===== src/rtl/g_code_pkg.sv =====
// Shared definitions for the G-code value path: ASCII codes, field indices,
// converter state encoding and a small power-of-ten helper.
package g_code_pkg;

  localparam logic [7:0] ASCII_NUL   = 8'd0;
  localparam logic [7:0] ASCII_DOT   = 8'd46;
  localparam logic [7:0] ASCII_ZERO  = 8'd48;
  localparam logic [7:0] ASCII_NINE  = 8'd57;
  localparam logic [7:0] ASCII_SPACE = 8'd32;
  localparam logic [7:0] ASCII_CR    = 8'd13;
  localparam logic [7:0] ASCII_MINUS = 8'd45;

  localparam logic [2:0] FIELD_F = 3'd0;
  localparam logic [2:0] FIELD_X = 3'd1;
  localparam logic [2:0] FIELD_Y = 3'd2;
  localparam logic [2:0] FIELD_Z = 3'd3;
  localparam logic [2:0] FIELD_E = 3'd4;

  localparam logic [2:0] LAST_BYTE = 3'd5;

  typedef enum logic [1:0] {
    ST_IDLE  = 2'd0,
    ST_SCAN  = 2'd1,
    ST_SCALE = 2'd2
  } conv_state_e;

  function automatic logic [31:0] pow10(input logic [1:0] n);
    case (n)
      2'd0:    pow10 = 32'd1;
      2'd1:    pow10 = 32'd10;
      2'd2:    pow10 = 32'd100;
      default: pow10 = 32'd1000;
    endcase
  endfunction

endpackage


===== src/rtl/g_code_value_converter_ascii_char_classifier.sv =====
// Combinational ASCII byte classifier: splits a byte into digit / dot / NUL /
// anything-else, and yields the decimal value of a digit.
module ascii_char_classifier (
  input  logic [7:0] byte_i,
  output logic       is_digit_o,
  output logic [3:0] digit_o,
  output logic       is_dot_o,
  output logic       is_nul_o,
  output logic       is_bad_o
);
  import g_code_pkg::*;

  // Classify the byte; '0'..'9' are 0x30..0x39 so the low nibble is the digit
  always_comb begin
    is_digit_o = (byte_i >= ASCII_ZERO) && (byte_i <= ASCII_NINE);
    if (is_digit_o) begin
      digit_o = byte_i[3:0];
    end else begin
      digit_o = 4'd0;
    end
    is_dot_o = (byte_i == ASCII_DOT);
    is_nul_o = (byte_i == ASCII_NUL);
    is_bad_o = !(is_digit_o || is_dot_o || is_nul_o);
  end

endmodule


===== src/rtl/g_code_value_converter.sv =====
// Converts the five packed-ASCII operand words of a decoded G-code line into
// unsigned fixed-point milli-units, publishing all results atomically.
module g_code_value_converter #(
  parameter int unsigned FRAC_DIGITS = 3
) (
  input  logic        i_Clock50MHz,
  input  logic        i_Reset,
  input  logic        i_LineComplete,
  input  logic [47:0] i_FValue,
  input  logic [47:0] i_XValue,
  input  logic [47:0] i_YValue,
  input  logic [47:0] i_ZValue,
  input  logic [47:0] i_EValue,
  input  logic        i_XDirection,
  input  logic        i_YDirection,
  input  logic        i_ZDirection,
  input  logic        i_EDirection,
  output logic [31:0] o_FFixed,
  output logic [31:0] o_XFixed,
  output logic [31:0] o_YFixed,
  output logic [31:0] o_ZFixed,
  output logic [31:0] o_EFixed,
  output logic        o_XDirection,
  output logic        o_YDirection,
  output logic        o_ZDirection,
  output logic        o_EDirection,
  output logic        o_Valid,
  output logic        o_Busy,
  output logic [4:0]  o_Error,
  output logic        o_Overrun
);
  import g_code_pkg::*;

  if (FRAC_DIGITS > 3) begin : g_frac_digits_check
    $error("g_code_value_converter: FRAC_DIGITS must be in 0..3");
  end

  localparam logic [1:0] FRAC_W = 2'(FRAC_DIGITS);

  conv_state_e       state_q;
  logic [2:0]        byte_idx_q;
  logic [2:0]        field_idx_q;
  logic [4:0][47:0]  words_q;
  logic [3:0]        dir_q;
  logic [31:0]       acc_q;
  logic [1:0]        frac_cnt_q;
  logic              dot_q;
  logic              err_q;
  logic [3:0][31:0]  shadow_q;
  logic [3:0]        shadow_err_q;
  logic              lc_prev_q;

  logic [31:0] acc_d;
  logic [1:0]  frac_cnt_d;
  logic        dot_d;
  logic        err_d;

  logic        rise_s;
  logic [47:0] word_s;
  logic [7:0]  byte_s;
  logic [31:0] scaled_s;
  logic        is_digit_s;
  logic [3:0]  digit_s;
  logic        is_dot_s;
  logic        is_nul_s;
  logic        is_bad_s;

  assign rise_s = i_LineComplete & ~lc_prev_q;

  // Select the byte under the scan pointer, oldest (MSB) byte first
  always_comb begin
    case (field_idx_q)
      FIELD_F: word_s = words_q[0];
      FIELD_X: word_s = words_q[1];
      FIELD_Y: word_s = words_q[2];
      FIELD_Z: word_s = words_q[3];
      FIELD_E: word_s = words_q[4];
      default: word_s = 48'd0;
    endcase
    case (byte_idx_q)
      3'd0:    byte_s = word_s[47:40];
      3'd1:    byte_s = word_s[39:32];
      3'd2:    byte_s = word_s[31:24];
      3'd3:    byte_s = word_s[23:16];
      3'd4:    byte_s = word_s[15:8];
      3'd5:    byte_s = word_s[7:0];
      default: byte_s = 8'd0;
    endcase
  end

  ascii_char_classifier u_classifier (
    .byte_i     (byte_s),
    .is_digit_o (is_digit_s),
    .digit_o    (digit_s),
    .is_dot_o   (is_dot_s),
    .is_nul_o   (is_nul_s),
    .is_bad_o   (is_bad_s)
  );

  // Accumulator step for one scanned byte; surplus fraction digits truncate
  always_comb begin
    acc_d      = acc_q;
    frac_cnt_d = frac_cnt_q;
    dot_d      = dot_q;
    err_d      = err_q;
    if (is_nul_s) begin
      acc_d = acc_q;
    end else if (is_digit_s) begin
      if (!dot_q) begin
        acc_d = acc_q * 32'd10 + {28'd0, digit_s};
      end else if (frac_cnt_q < FRAC_W) begin
        acc_d      = acc_q * 32'd10 + {28'd0, digit_s};
        frac_cnt_d = frac_cnt_q + 2'd1;
      end else begin
        acc_d = acc_q;
      end
    end else if (is_dot_s) begin
      if (dot_q) begin
        err_d = 1'b1;
      end else begin
        dot_d = 1'b1;
      end
    end else if (is_bad_s) begin
      err_d = 1'b1;
    end else begin
      err_d = err_q;
    end
  end

  // Pad missing fraction digits with zeros; a syntax error forces zero
  always_comb begin
    if (err_q) begin
      scaled_s = 32'd0;
    end else begin
      scaled_s = acc_q * pow10(FRAC_W - frac_cnt_q);
    end
  end

  // Conversion FSM with registered, atomically published results
  always_ff @(posedge i_Clock50MHz or posedge i_Reset) begin
    if (i_Reset) begin
      state_q      <= ST_IDLE;
      byte_idx_q   <= 3'd0;
      field_idx_q  <= 3'd0;
      words_q      <= '0;
      dir_q        <= 4'd0;
      acc_q        <= 32'd0;
      frac_cnt_q   <= 2'd0;
      dot_q        <= 1'b0;
      err_q        <= 1'b0;
      shadow_q     <= '0;
      shadow_err_q <= 4'd0;
      lc_prev_q    <= 1'b0;
      o_FFixed     <= 32'd0;
      o_XFixed     <= 32'd0;
      o_YFixed     <= 32'd0;
      o_ZFixed     <= 32'd0;
      o_EFixed     <= 32'd0;
      o_XDirection <= 1'b0;
      o_YDirection <= 1'b0;
      o_ZDirection <= 1'b0;
      o_EDirection <= 1'b0;
      o_Valid      <= 1'b0;
      o_Busy       <= 1'b0;
      o_Error      <= 5'd0;
      o_Overrun    <= 1'b0;
    end else begin
      lc_prev_q <= i_LineComplete;
      o_Valid   <= 1'b0;
      o_Overrun <= rise_s && (state_q != ST_IDLE);
      case (state_q)
        ST_IDLE: begin
          if (rise_s) begin
            words_q     <= {i_EValue, i_ZValue, i_YValue, i_XValue, i_FValue};
            dir_q       <= {i_EDirection, i_ZDirection, i_YDirection, i_XDirection};
            byte_idx_q  <= 3'd0;
            field_idx_q <= FIELD_F;
            acc_q       <= 32'd0;
            frac_cnt_q  <= 2'd0;
            dot_q       <= 1'b0;
            err_q       <= 1'b0;
            o_Busy      <= 1'b1;
            state_q     <= ST_SCAN;
          end else begin
            state_q <= ST_IDLE;
          end
        end
        ST_SCAN: begin
          acc_q      <= acc_d;
          frac_cnt_q <= frac_cnt_d;
          dot_q      <= dot_d;
          err_q      <= err_d;
          if (byte_idx_q == LAST_BYTE) begin
            byte_idx_q <= 3'd0;
            state_q    <= ST_SCALE;
          end else begin
            byte_idx_q <= byte_idx_q + 3'd1;
          end
        end
        ST_SCALE: begin
          acc_q      <= 32'd0;
          frac_cnt_q <= 2'd0;
          dot_q      <= 1'b0;
          err_q      <= 1'b0;
          if (field_idx_q == FIELD_E) begin
            // E is scaled on the publish edge itself, so it bypasses the shadows
            o_FFixed     <= shadow_q[0];
            o_XFixed     <= shadow_q[1];
            o_YFixed     <= shadow_q[2];
            o_ZFixed     <= shadow_q[3];
            o_EFixed     <= scaled_s;
            o_XDirection <= dir_q[0];
            o_YDirection <= dir_q[1];
            o_ZDirection <= dir_q[2];
            o_EDirection <= dir_q[3];
            o_Error      <= {err_q, shadow_err_q};
            o_Valid      <= 1'b1;
            o_Busy       <= 1'b0;
            field_idx_q  <= FIELD_F;
            state_q      <= ST_IDLE;
          end else begin
            shadow_q[field_idx_q[1:0]]     <= scaled_s;
            shadow_err_q[field_idx_q[1:0]] <= err_q;
            field_idx_q <= field_idx_q + 3'd1;
            state_q     <= ST_SCAN;
          end
        end
        default: begin
          state_q <= ST_IDLE;
        end
      endcase
    end
  end

endmodule


===== config.mk =====
export PLATFORM = sky130hd
export DESIGN_NAME = g_code_value_converter
export DESIGN_NICKNAME = d
export VERILOG_FILES = /design/src/rtl/g_code_pkg.sv /design/src/rtl/g_code_value_converter_ascii_char_classifier.sv /design/src/rtl/g_code_value_converter.sv
export SDC_FILE = /design/constraint.sdc
export NUM_CORES = 2
export LEC_CHECK = 0
export ABC_CLOCK_PERIOD_IN_PS = 19900
export CAP_MARGIN = 30
export CORE_AREA = 4 4 265 267
export CTS_BUF_LIST = sky130_fd_sc_hd__clkbuf_8 sky130_fd_sc_hd__clkbuf_16
export CTS_CLUSTER_SIZE = 12
export DETAILED_ROUTE_END_ITERATION = 7
export DIE_AREA = 0 0 269 271
export GPL_TIMING_DRIVEN = 0
export PLACE_DENSITY = 0.78
export SLEW_MARGIN = 20
export SYNTH_ARGS = -nofsm -noshare
export SYNTH_HDL_FRONTEND = slang
export SYNTH_SLANG_ARGS = --single-unit

===== constraint.sdc =====
create_clock -name i_Clock50MHz -period 19.9 [get_ports i_Clock50MHz]
set_clock_uncertainty 0.15 [all_clocks]
set_input_delay 3.98 -clock i_Clock50MHz [delete_from_list [all_inputs] [get_ports i_Clock50MHz]]
set_output_delay 3.98 -clock i_Clock50MHz [all_outputs]
set_load 0.1 [all_outputs]

==> metrics <==
simple logic cell fraction of the synthesized area=0.1484; flop2flop setup slack=10.28 ns; flip-flop and latch count after synthesis=593; number of buffers created by CTS=61; number of routed nets with antenna violations=0; prevailing post-synth register cell=dfrtp_1; Max H-tree Level=2; yosys warns=0; area fraction of the dominant cell type after synthesis=0.4225; Gate power share=0.236; routed wirelength normalized by instance count=20.99 um; cell at the root of the clock tree=clkbuf_16; wirelength, routed=102,500 um; number of stages on the worst hold path=2; share of final-layout standard cells stronger than drive strength 1=0.1118; Residual DRC=0; Worst Path Buf+Inv=7; leak pwr=20.43 nW; synthesized instance count=3,438; sinks on the clock net=593; die width=269 um; Final Hold Viols=0; number of placement rows=96; xor-xnor portion of the synthesized cell area=0.02194; Post-Synthesis Net Count=4,089; endpoint required time on the critical path=20.21 ns; clock transition at the registers of the reported paths=0.06 ns; NumNets Final=4,594; Post-Syn Area per Cell=10.22 um^2; routed vias/inst=5.653; switching power of the nets=1.063 mW; WS Path Type=register to register; Critical Path Sink Type=register; height of the die=271 um; total of hold buffers inserted after clock tree synthesis=0; mux cell area share after synthesis=0.09062; run status=completed; global-route wire length before repair=158,200 um; portion of total power attributed to sequential cells=0.445; FFs w/ async S/R, synth=1.000; Critical Path Fanout Max=10; number of buffer cells added on primary ports=418; type of element launching the critical path=register; # placed instances=4,762; Synth Cell Area=35,120 um^2; overall die area=72,900 um^2; worst path arrival time=9.93 ns; worst reg2reg endpoint=o_EFixed[31]; family with the most delay on the worst path=adder cells; most frequent cells after synthesis=nand2_1 (758), dfrtp_1 (593), inv_1 (269); sum of net half-perimeters after detailed placement=80,360 um; CTS tree=done; post-synthesis share of cell area spent on full adders, half adders and majority gates=0.1800; global placement routability congestion=0.9528; post-synthesis cell type with the largest combined area=dfrtp_1; cells on worst reg2reg path=29; number of distinct standard cells referenced by the synthesized netlist=88; main combinational cell family by area after synthesis=adder cells; detailed-route via count=27,610; number of synthesized flops with an enable pin=0; number of max-capacitance violations reported=0; HP Start=shadow_q[127]; Slew Viols, Final=0; GRT Overall Usage=0.2789; P per Cell Area=81.49 nW/um^2; share of synthesized area occupied by flip-flops and latches=0.4225; top-level port count=419; transition time of the tightest slew-check pin=1.053 ns; vias in the first global route=28,190; compound-cell area share of the yosys netlist=0.08709; clock network fraction of total power=0.319; slowest cell on the critical path=o21bai_1; top area cells in the synthesized netlist=dfrtp_1 (42%), fa_1 (9.6%), mux2_2 (8.5%); fraction of power spent switching nets=0.3038; HP Class=register to register; 1st-pass router iterations=6; Reg2Reg Launch Point=frac_cnt_q[1]; initial detailed-routing violation count=2,295; CTS max path bufs=3; Post-CTS Setup Inserts=0; number of standard cells in the final layout excluding fillers=4,884; cell internal pwr=2.434 mW; Max Clock Freq=103.9 MHz; final count of negative-setup-slack endpoints=0; Rel. slew slack=0.2983; most common cell in the netlist=nand2_1; post-route setup TNS=0 ns; maximum vdd ir drop=0.07876 mV; Hold Path Sink=o_ZFixed[31]; Starting Density=0.5157; setup repair after global routing missed its margin=no; final core utilization=0.6301; residual overflow from global routing=0; fraction of the cycle the final worst path needs=0.4835; area growth from synthesis to final layout=22.16%; # resized after CTS=0; later-pin clock latency in the skew report=0.66 ns; initial antenna violation count=22; pin count of the biggest net entering global routing=37; Core Footprint=68,110 um^2; min cycle time layout=9.621 ns; largest stage delay on the critical path=0.79 ns
power groups by stage:
stage / clock network [mW] / logic [mW] / registers (mW)
2_1_floorplan: 0 / 0.537 / 1.53
6_report: 1.12 / 0.824 / 1.56
3_3_place_gp: 0 / 0.773 / 1.56
3_5_place_dp: 0 / 0.808 / 1.57
4_1_cts: 1.12 / 0.814 / 1.55
5_1_grt: 1.18 / 0.880 / 1.57
final cells by class:
| type | count | area (um^2) |
|---|---|---|
| fill | 5362 | 25200 |
| multi-input combinational | 2410 | 18550 |
| sequential | 593 | 14840 |
| timing repair buffer | 442 | 4674 |
| clock buffer | 75 | 1719 |
| tap | 882 | 1104 |
| inverter | 270 | 1017 |
| buffer | 165 | 724.4 |
| clock inverter | 24 | 226.5 |
| antenna | 23 | 57.56 |
tightest hold or removal path, stage by stage (launching register included):
cell and delay (ns):
dfrtp_1 0.34, nand2_1 0.05, nand2_1 0.05
worst max path at each step:
stage,startpoint,endpoint,cells past startpoint
4_1_cts,frac_cnt_q[1],o_EFixed[31],29
2_1_floorplan,i_Reset,acc_q[0],1
6_report,frac_cnt_q[1],o_EFixed[31],29
3_5_place_dp,frac_cnt_q[1],shadow_q[95],29
5_1_grt,frac_cnt_q[1],o_EFixed[31],29
3_3_place_gp,i_Reset,words_q[30],2
flip-flops by register name, indices dropped and copies added, names as in the netlist, 2 cells and up:
name	cells
words_q	240
shadow_q	128
acc_q	32
o_EFixed	32
o_FFixed	32
o_XFixed	32
o_YFixed	32
o_ZFixed	32
o_Error	5
dir_q	4
shadow_err_q	4
byte_idx_q	3
field_idx_q	3
frac_cnt_q	2
state_q	2
per-layer routing:
layer | wire [um] | GRT usage | vias to the layer above
li1 | - | - | 12530
met1 | 40590 | 0.3533 | 13640
met2 | 49390 | 0.4660 | 1173
met3 | 7072 | 0.04456 | 268
met4 | 5477 | 0.1372 | 2
met5 | 11 | 0 | -
stage by stage:
stage                     setup slack [ns]  hold WS [ns]  power [mW]  cell area, um^2
after floorplan                      7.685        0.2831       2.071            35130
after global placement               4.151        0.2926       2.334            40420
after detailed placement             10.42        0.3012       2.375            40910
after CTS                            10.37        0.2946       3.487            42850
after global routing                 9.888        0.3206       3.630            42900
final                                10.28        0.2891       3.497            42910
cells in the final DEF, fill, tap and decap left out, types with 37 or more instances in the layout:
master	instances
nor2_1	84
o21ai_0	225
fa_1	169
and2_1	60
inv_1	279
xnor2_1	59
clkdlybuf4s50_1	418
nand2b_1	46
clkbuf_16	61
nor3_1	37
a21oi_1	61
dfrtp_1	593
mux2_2	264
ha_1	235
nand3b_1	42
nand2_1	758
clkbuf_1	128
cell families after synthesis:
| group | after synthesis |
|---|---|
| AOI/OAI and AO/OA | 474 |
| xor gates and xnor gates | 88 |
| adders and majority gates | 404 |
| buffers and inverters | 435 |
| DFF | 593 |
| muxes | 285 |
| and+or+nand+nor | 1159 |
No activity file was read; power rests on OpenSTA's default activity.
